### src/rtl/reg_write_sequencer_if.sv
// ---------------------------------------------------------------------------
// reg_write_sequencer_if
// Bus bundle between the switch/button front panel and the register-file
// write port.
//   Sw_Data    : byte value captured on a Load event
//   Key_Load   : raw Load push-button (asynchronous, active-high)
//   Key_Commit : raw Commit push-button (asynchronous, active-high)
//   Addr_Init  : start address, taken when Addr_Set=1 while idle
//   Addr_Set   : synchronous address-preset level
//   W_Addr     : register-file write address
//   W_Data     : register-file write data
//   Write_Reg  : single-cycle write strobe
//   Byte_Cnt   : number of bytes currently loaded (0..4)
//   Full       : all four bytes loaded
// Modports:
//   master : the sequencer, which drives the register-file write side
//   slave  : the panel/consumer side (drives keys, observes the write port)
// ---------------------------------------------------------------------------
interface reg_write_sequencer_if #(
    parameter int ADDR_W = 5,
    parameter int DATA_W = 32
);
    logic [7:0]        Sw_Data;
    logic              Key_Load;
    logic              Key_Commit;
    logic [ADDR_W-1:0] Addr_Init;
    logic              Addr_Set;
    logic [ADDR_W-1:0] W_Addr;
    logic [DATA_W-1:0] W_Data;
    logic              Write_Reg;
    logic [2:0]        Byte_Cnt;
    logic              Full;

    modport master (
        input  Sw_Data, Key_Load, Key_Commit, Addr_Init, Addr_Set,
        output W_Addr, W_Data, Write_Reg, Byte_Cnt, Full
    );

    modport slave (
        output Sw_Data, Key_Load, Key_Commit, Addr_Init, Addr_Set,
        input  W_Addr, W_Data, Write_Reg, Byte_Cnt, Full
    );
endinterface

### src/rtl/reg_write_sequencer.sv
// ---------------------------------------------------------------------------
// reg_write_sequencer
// Builds a 32-bit register-file write word from four switch bytes. The Load
// and Commit buttons are synchronised, debounced and turned into single-cycle
// rising-edge events. Load places Sw_Data into the next free byte lane
// (little-endian, first byte in [7:0]); Commit issues one Write_Reg pulse
// with W_Addr/W_Data and then auto-increments the address.
// Ports:
//   Clk   : system clock, rising edge
//   Reset : asynchronous active-low reset
//   bus   : reg_write_sequencer_if.master (see interface header)
// ---------------------------------------------------------------------------
module reg_write_sequencer #(
    parameter int ADDR_W       = 5,
    parameter int DATA_W       = 32,
    parameter int DEBOUNCE_CYC = 16
) (
    input  logic                   Clk,
    input  logic                   Reset,
    reg_write_sequencer_if.master  bus
);

    localparam int CNT_W = (DEBOUNCE_CYC > 1) ? $clog2(DEBOUNCE_CYC) : 1;
    localparam logic [CNT_W-1:0] DB_RELOAD = CNT_W'(DEBOUNCE_CYC - 1);

    localparam int KEY_LOAD   = 0;
    localparam int KEY_COMMIT = 1;

    typedef enum logic [1:0] {
        ST_IDLE  = 2'd0,
        ST_FILL  = 2'd1,
        ST_FULL  = 2'd2,
        ST_WRITE = 2'd3
    } state_t;

    // Insert one byte into the lane selected by the current byte count.
    function automatic logic [DATA_W-1:0] place_byte(
        input logic [DATA_W-1:0] word,
        input logic [2:0]        lane,
        input logic [7:0]        value
    );
        logic [DATA_W-1:0] res;
        res = word;
        case (lane)
            3'd0:    res[7:0]   = value;
            3'd1:    res[15:8]  = value;
            3'd2:    res[23:16] = value;
            3'd3:    res[31:24] = value;
            default: res        = word;
        endcase
        return res;
    endfunction

    // ---------------- key conditioning ----------------
    logic [1:0]       w_key_raw;
    logic [1:0]       r_sync1;
    logic [1:0]       r_sync2;
    logic [1:0]       r_level;
    logic [1:0]       r_evt;
    logic [CNT_W-1:0] r_db_cnt [2];

    assign w_key_raw = {bus.Key_Commit, bus.Key_Load};

    // Synchronise, debounce and edge-detect both keys. The counter sits at
    // its reload value while the synced input agrees with the accepted level
    // and counts down while it disagrees; the level flips once the input has
    // disagreed for DEBOUNCE_CYC consecutive cycles. The event is raised in
    // the same cycle the level rises, so it is a 1-cycle 0->1 pulse.
    always_ff @(posedge Clk or negedge Reset) begin
        if (!Reset) begin
            r_sync1     <= 2'b00;
            r_sync2     <= 2'b00;
            r_level     <= 2'b00;
            r_evt       <= 2'b00;
            r_db_cnt[0] <= '0;
            r_db_cnt[1] <= '0;
        end else begin
            r_sync1 <= w_key_raw;
            r_sync2 <= r_sync1;
            for (int k = 0; k < 2; k++) begin
                r_evt[k] <= 1'b0;
                if (r_sync2[k] == r_level[k]) begin
                    r_db_cnt[k] <= DB_RELOAD;
                end else if (r_db_cnt[k] == '0) begin
                    r_level[k]  <= r_sync2[k];
                    r_db_cnt[k] <= DB_RELOAD;
                    r_evt[k]    <= r_sync2[k];
                end else begin
                    r_db_cnt[k] <= r_db_cnt[k] - 1'b1;
                end
            end
        end
    end

    logic w_load_evt;
    logic w_commit_evt;
    assign w_load_evt   = r_evt[KEY_LOAD];
    assign w_commit_evt = r_evt[KEY_COMMIT];

    // ---------------- sequencer FSM ----------------
    state_t            r_state;
    state_t            w_state_nxt;
    logic [ADDR_W-1:0] r_addr;
    logic [ADDR_W-1:0] w_addr_nxt;
    logic [DATA_W-1:0] r_data;
    logic [DATA_W-1:0] w_data_nxt;
    logic [2:0]        r_cnt;
    logic [2:0]        w_cnt_nxt;
    logic              r_wr;
    logic              w_wr_nxt;
    logic              r_full;
    logic              w_full_nxt;

    // State and all outputs registered together so the write port never
    // glitches.
    always_ff @(posedge Clk or negedge Reset) begin
        if (!Reset) begin
            r_state <= ST_IDLE;
            r_addr  <= '0;
            r_data  <= '0;
            r_cnt   <= 3'd0;
            r_wr    <= 1'b0;
            r_full  <= 1'b0;
        end else begin
            r_state <= w_state_nxt;
            r_addr  <= w_addr_nxt;
            r_data  <= w_data_nxt;
            r_cnt   <= w_cnt_nxt;
            r_wr    <= w_wr_nxt;
            r_full  <= w_full_nxt;
        end
    end

    // Next-state and next-output logic. Commit is tested before Load so a
    // same-cycle pair writes the existing word and drops the new byte.
    always_comb begin
        w_state_nxt = r_state;
        w_addr_nxt  = r_addr;
        w_data_nxt  = r_data;
        w_cnt_nxt   = r_cnt;
        w_wr_nxt    = 1'b0;

        case (r_state)
            ST_IDLE: begin
                if (bus.Addr_Set) begin
                    w_addr_nxt = bus.Addr_Init;
                end else begin
                    w_addr_nxt = r_addr;
                end
                // A commit with nothing loaded is ignored.
                if (w_commit_evt) begin
                    w_state_nxt = ST_IDLE;
                end else if (w_load_evt) begin
                    w_data_nxt  = place_byte(r_data, 3'd0, bus.Sw_Data);
                    w_cnt_nxt   = 3'd1;
                    w_state_nxt = ST_FILL;
                end else begin
                    w_state_nxt = ST_IDLE;
                end
            end

            ST_FILL: begin
                if (w_commit_evt) begin
                    w_state_nxt = ST_WRITE;
                    w_wr_nxt    = 1'b1;
                end else if (w_load_evt) begin
                    w_data_nxt = place_byte(r_data, r_cnt, bus.Sw_Data);
                    w_cnt_nxt  = r_cnt + 3'd1;
                    if (r_cnt == 3'd3) begin
                        w_state_nxt = ST_FULL;
                    end else begin
                        w_state_nxt = ST_FILL;
                    end
                end else begin
                    w_state_nxt = ST_FILL;
                end
            end

            ST_FULL: begin
                // Further loads are ignored: no overwrite, no wrap.
                if (w_commit_evt) begin
                    w_state_nxt = ST_WRITE;
                    w_wr_nxt    = 1'b1;
                end else begin
                    w_state_nxt = ST_FULL;
                end
            end

            ST_WRITE: begin
                // Strobe was high this cycle; clear the word and step the
                // address (wraps naturally at 2^ADDR_W). Events are dropped.
                w_state_nxt = ST_IDLE;
                w_data_nxt  = '0;
                w_cnt_nxt   = 3'd0;
                w_addr_nxt  = r_addr + 1'b1;
            end

            default: begin
                w_state_nxt = ST_IDLE;
                w_data_nxt  = '0;
                w_cnt_nxt   = 3'd0;
            end
        endcase

        w_full_nxt = (w_cnt_nxt == 3'd4);
    end

    assign bus.W_Addr    = r_addr;
    assign bus.W_Data    = r_data;
    assign bus.Write_Reg = r_wr;
    assign bus.Byte_Cnt  = r_cnt;
    assign bus.Full      = r_full;

endmodule
### src/flat_wrapper.sv
// flat-port wrapper written by rule: the top's interface ports become plain ports
module reg_write_sequencer_flat 
#(
    parameter int ADDR_W       = 5,
    parameter int DATA_W       = 32,
    parameter int DEBOUNCE_CYC = 16
)
  (Clk, Reset, bus_Sw_Data, bus_Key_Load, bus_Key_Commit, bus_Addr_Init, bus_Addr_Set, bus_W_Addr, bus_W_Data, bus_Write_Reg, bus_Byte_Cnt, bus_Full);
  reg_write_sequencer_if #(.ADDR_W(ADDR_W), .DATA_W(DATA_W)) bus_i ();
  input  logic Clk;
  input  logic Reset;
  input wire logic [$bits(bus_i.Sw_Data)-1:0] bus_Sw_Data;
  input wire logic [$bits(bus_i.Key_Load)-1:0] bus_Key_Load;
  input wire logic [$bits(bus_i.Key_Commit)-1:0] bus_Key_Commit;
  input wire logic [$bits(bus_i.Addr_Init)-1:0] bus_Addr_Init;
  input wire logic [$bits(bus_i.Addr_Set)-1:0] bus_Addr_Set;
  output wire logic [$bits(bus_i.W_Addr)-1:0] bus_W_Addr;
  output wire logic [$bits(bus_i.W_Data)-1:0] bus_W_Data;
  output wire logic [$bits(bus_i.Write_Reg)-1:0] bus_Write_Reg;
  output wire logic [$bits(bus_i.Byte_Cnt)-1:0] bus_Byte_Cnt;
  output wire logic [$bits(bus_i.Full)-1:0] bus_Full;
  assign bus_i.Sw_Data = bus_Sw_Data;
  assign bus_i.Key_Load = bus_Key_Load;
  assign bus_i.Key_Commit = bus_Key_Commit;
  assign bus_i.Addr_Init = bus_Addr_Init;
  assign bus_i.Addr_Set = bus_Addr_Set;
  assign bus_W_Addr = bus_i.W_Addr;
  assign bus_W_Data = bus_i.W_Data;
  assign bus_Write_Reg = bus_i.Write_Reg;
  assign bus_Byte_Cnt = bus_i.Byte_Cnt;
  assign bus_Full = bus_i.Full;
  reg_write_sequencer #(.ADDR_W(ADDR_W), .DATA_W(DATA_W), .DEBOUNCE_CYC(DEBOUNCE_CYC)) u_core (.Clk(Clk), .Reset(Reset), .bus(bus_i));
endmodule
### config.mk
export PLATFORM = sky130hd
export DESIGN_NAME = reg_write_sequencer_flat
export DESIGN_NICKNAME = d
export VERILOG_FILES = /design/src/rtl/reg_write_sequencer_if.sv /design/src/rtl/reg_write_sequencer.sv /design/src/flat_wrapper.sv
export SDC_FILE = /design/constraint.sdc
export NUM_CORES = 1
export LEC_CHECK = 0
export CELL_PAD_IN_SITES_DETAIL_PLACEMENT = 0
export CELL_PAD_IN_SITES_GLOBAL_PLACEMENT = 1
export CORE_MARGIN = 5
export CORE_UTILIZATION = 39
export DETAILED_ROUTE_END_ITERATION = 16
export PLACE_DENSITY_LB_ADDON = 0.1
export SYNTH_ARGS = -nofsm -noshare
export SYNTH_HDL_FRONTEND = slang
export SYNTH_SLANG_ARGS = --single-unit
### constraint.sdc
create_clock -name Clk -period 2.4 [get_ports Clk]
set_input_delay 0.48 -clock Clk [delete_from_list [all_inputs] [get_ports Clk]]
set_output_delay 0.48 -clock Clk [all_outputs]
set_load 0.01 [all_outputs]
==> qor.yml <==
placement:
  io_buffers: 59
  place_inst: 437
  dp_hpwl_um: 4605
  gp_congestion: 0.7771
  dpl-instance-area_um2: 3557
  place_ws_ps: 428.8
finish:
  drive_above_1_share_pct: 7.345
  fin_util_pct: 52.03
  final_cell_count_no_fill: 453
  area_growth_pct: 30.34
  stdcell_area_um2: 3774
  n_antenna_cell: 0
  layout.nets: 381
clock_network:
  cts_buffer_depth: 2
  clock_latency_ps: 340
  holdBufCountCts: 0
  cts_tree: "done"
  root_buffer: "clkbuf_8"
  htreeDepth: 3
  cts_resized: 0
  clkTransAtPathRegs_ps: 70
  cts_buffers: 9
  cts.sinks: 60
  cts_setup_buffers: 0
yosys:
  synth_ff_type: "dfrtp_1"
  yosys.area.top_type: "dfrtp_1"
  ys_top_cells_by_count: "dfrtp_1 (60), nand2_1 (40), a21oi_1 (24)"
  synth_edf_count: 0
  ys_ff_latch: 60
  synthTopCellsByArea: "dfrtp_1 (52%), ha_1 (6.1%), nand2_1 (5.2%), o31ai_1 (4.4%), a21oi_1 (4.1%)"
  yosys_warnings: 0
  yosysSeqAreaShare_pct: 51.86
  yosysMostFrequentCell: "dfrtp_1"
  synth_nets: 322
  netlist.area_leader.share_pct: 51.86
  syn_inst: 290
  avgSynthCellArea_um2: 9.984
  synthArstFlopShare_pct: 100.0
  netlist_area_um2: 2895
  synth_cell_types: 38
floorplanning:
  die_x_um: 96.16
  core-area_um2: 7253
  die_area_um2: 9247
  start_util_pct: 39.92
  die_height_um: 96.16
  num_rows: 31
  io_pins: 60
global_routing:
  grt-busiest-layer: "met1"
  met3_usage_pct: 3.284
  grtUsageMet1_pct: 21.86
  gr-usage-met2_pct: 21.45
  grt_pass1_vias: 2119
  grt_pass1_wl_um: 10610
  overflow: 0
  grt_max_degree: 39
  grt_util_all_layers_pct: 15.25
  antenna_found_initial: 0
power:
  p_total_mw: 2.197
  power_density_nw_per_um2: 582.1
  p_leak_nw: 1.673
  p_switching_uw: 483.5
  p_int_mw: 1.713
  seq_power_share_pct: 48.1
  p_comb_share_pct: 6.2
  ir_drop_uv: 434.6
  power_frac_clock_pct: 45.7
  p_sw_share_pct: 22.01
worst_setup_path:
  cp_cell_sequence: "inv_1 -> ha_1 -> buf_4 -> nand2b_1 -> a21oi_1 -> o22a_1 -> nor3b_1"
  critPathMaxFanout: 20
  path_delay_family: "adder cells"
  cpMaxStageDelayCell: "ha_1"
  worstPathArrival_ps: 2220
  cp-end-kind: "flip-flop"
  slowest_delay_ps: 490
  crit_type: "reg -> reg"
  crit_buf_inv: 2
  worstPathRequired_ps: 2640
  critPathLaunchType: "flip-flop"
drt:
  drt-pass1-iter-count: 4
  drt_wl_total_um: 6526
  wire_per_inst_um: 14.41
  drt_iter0_markers: 95
  drc: 0
  via_per_inst: 4.945
  postRouteAntennaNets: 0
  num_vias: 2240
timing:
  setup_viol: 0
  max_clock_freq_ghz: 0.5062
  fin_skew_ps: 9.800
  fin_tns_setup_ps: 0
  period_needed_ps: 1976
  worst_hold_slack_ps: 135.6
  hold_violations: 0
  drv_slew: 0
  finalCritPeriodShare_pct: 82.32
  worstMarginPinSlew_ps: 569.1
  slew_headroom_pct: 62.06
  rsz0062_at_grt: "false"
  fin_ws_ps: 424.4
min_path:
  min_path_type: "in -> async"
flow_run:
  maxCapViolCount: 0
status:
  status: "complete, no violations"
## cell families (layout without fill, tap and decap cells)
logic type	after synthesis	count (layout)	synth area share, %
simple gates	89	89	15.51
compound gates	86	86	18.50
flops	60	60	51.86
buf+inv	34	98	5.704
fa+ha+maj	14	14	6.050
xor+xnor	4	4	1.210
mux	3	3	1.167
## power by group through the flow
stage	Combinational (mW)	Sequential [mW]	Clock [mW]
4_1_cts	0.140	1.06	1.03
2_1_floorplan	0.0474	1.08	0
6_report	0.136	1.06	1.00
3_3_place_gp	0.138	1.07	0
3_5_place_dp	0.139	1.07	0
5_1_grt	0.154	1.06	1.07
## cells in the final DEF (no fill, tap or decap), types with 2 or more instances in the layout
cell and instances:
nand3_1 5, o31ai_1 17, buf_4 4, nor2b_1 3
nand2b_1 5, nor2_1 6, a21oi_1 24, xor2_1 2
clkdlybuf4s50_1 58, o22ai_1 4, xnor2_1 2, clkinv_2 3
bufinv_16 2, ha_1 14, o21bai_1 3, mux2_2 3
inv_1 18, and3_1 18, nand2_1 40, a31oi_1 4
nand3b_1 3, nor4b_1 2, clkbuf_8 10, o21ai_0 23
o22a_1 3, nor3b_1 3, dfrtp_1 60
## flip-flops by register name, summed over array words and instances (netlist names), named ones only
register	flops
u_core.bus.Byte_Cnt	3
u_core.bus.W_Addr	5
u_core.bus.Full	1
u_core.r_level	2
u_core.r_db_cnt	8
u_core.bus.Write_Reg	1
u_core.bus.W_Data	32
u_core.r_evt	2
u_core.r_sync1	2
u_core.r_state	1
u_core.r_sync2	2
## layer usage
metal,up-vias,part of all wire [%]
met5,-,0
met4,0,2.0
met3,10,4.5
met2,44,44
met1,1054,50
li1,1132,-
## path summary, 6_finish.rpt
path | startpoint | endpoint | slack (ps) | cells past startpoint
min in group Clk | u_core.r_sync1[1] | u_core.r_sync2[1] | 350 | 0
min reg2reg | u_core.r_sync1[1] | u_core.r_sync2[1] | 350 | 0
min | Reset | u_core.bus.W_Data[25] | 140 | 1
max reg2reg | flip-flop | u_core.bus.Full | 420 | 7
max in group asynchronous | Reset | u_core.r_level[0] | 1670 | 2
max | flip-flop | u_core.bus.Full | 420 | 7
## layout make-up
cell class / count / area, µm²
fillers: 695 / 3480
flip-flops and latches: 60 / 1501
multi-input cells: 196 / 1229
repair buffers: 64 / 635.6
clock buffers: 11 / 141.4
well taps: 99 / 123.9
clock inverters: 5 / 75.07
inverters: 18 / 67.56
Power figures use the tool's default switching activity.
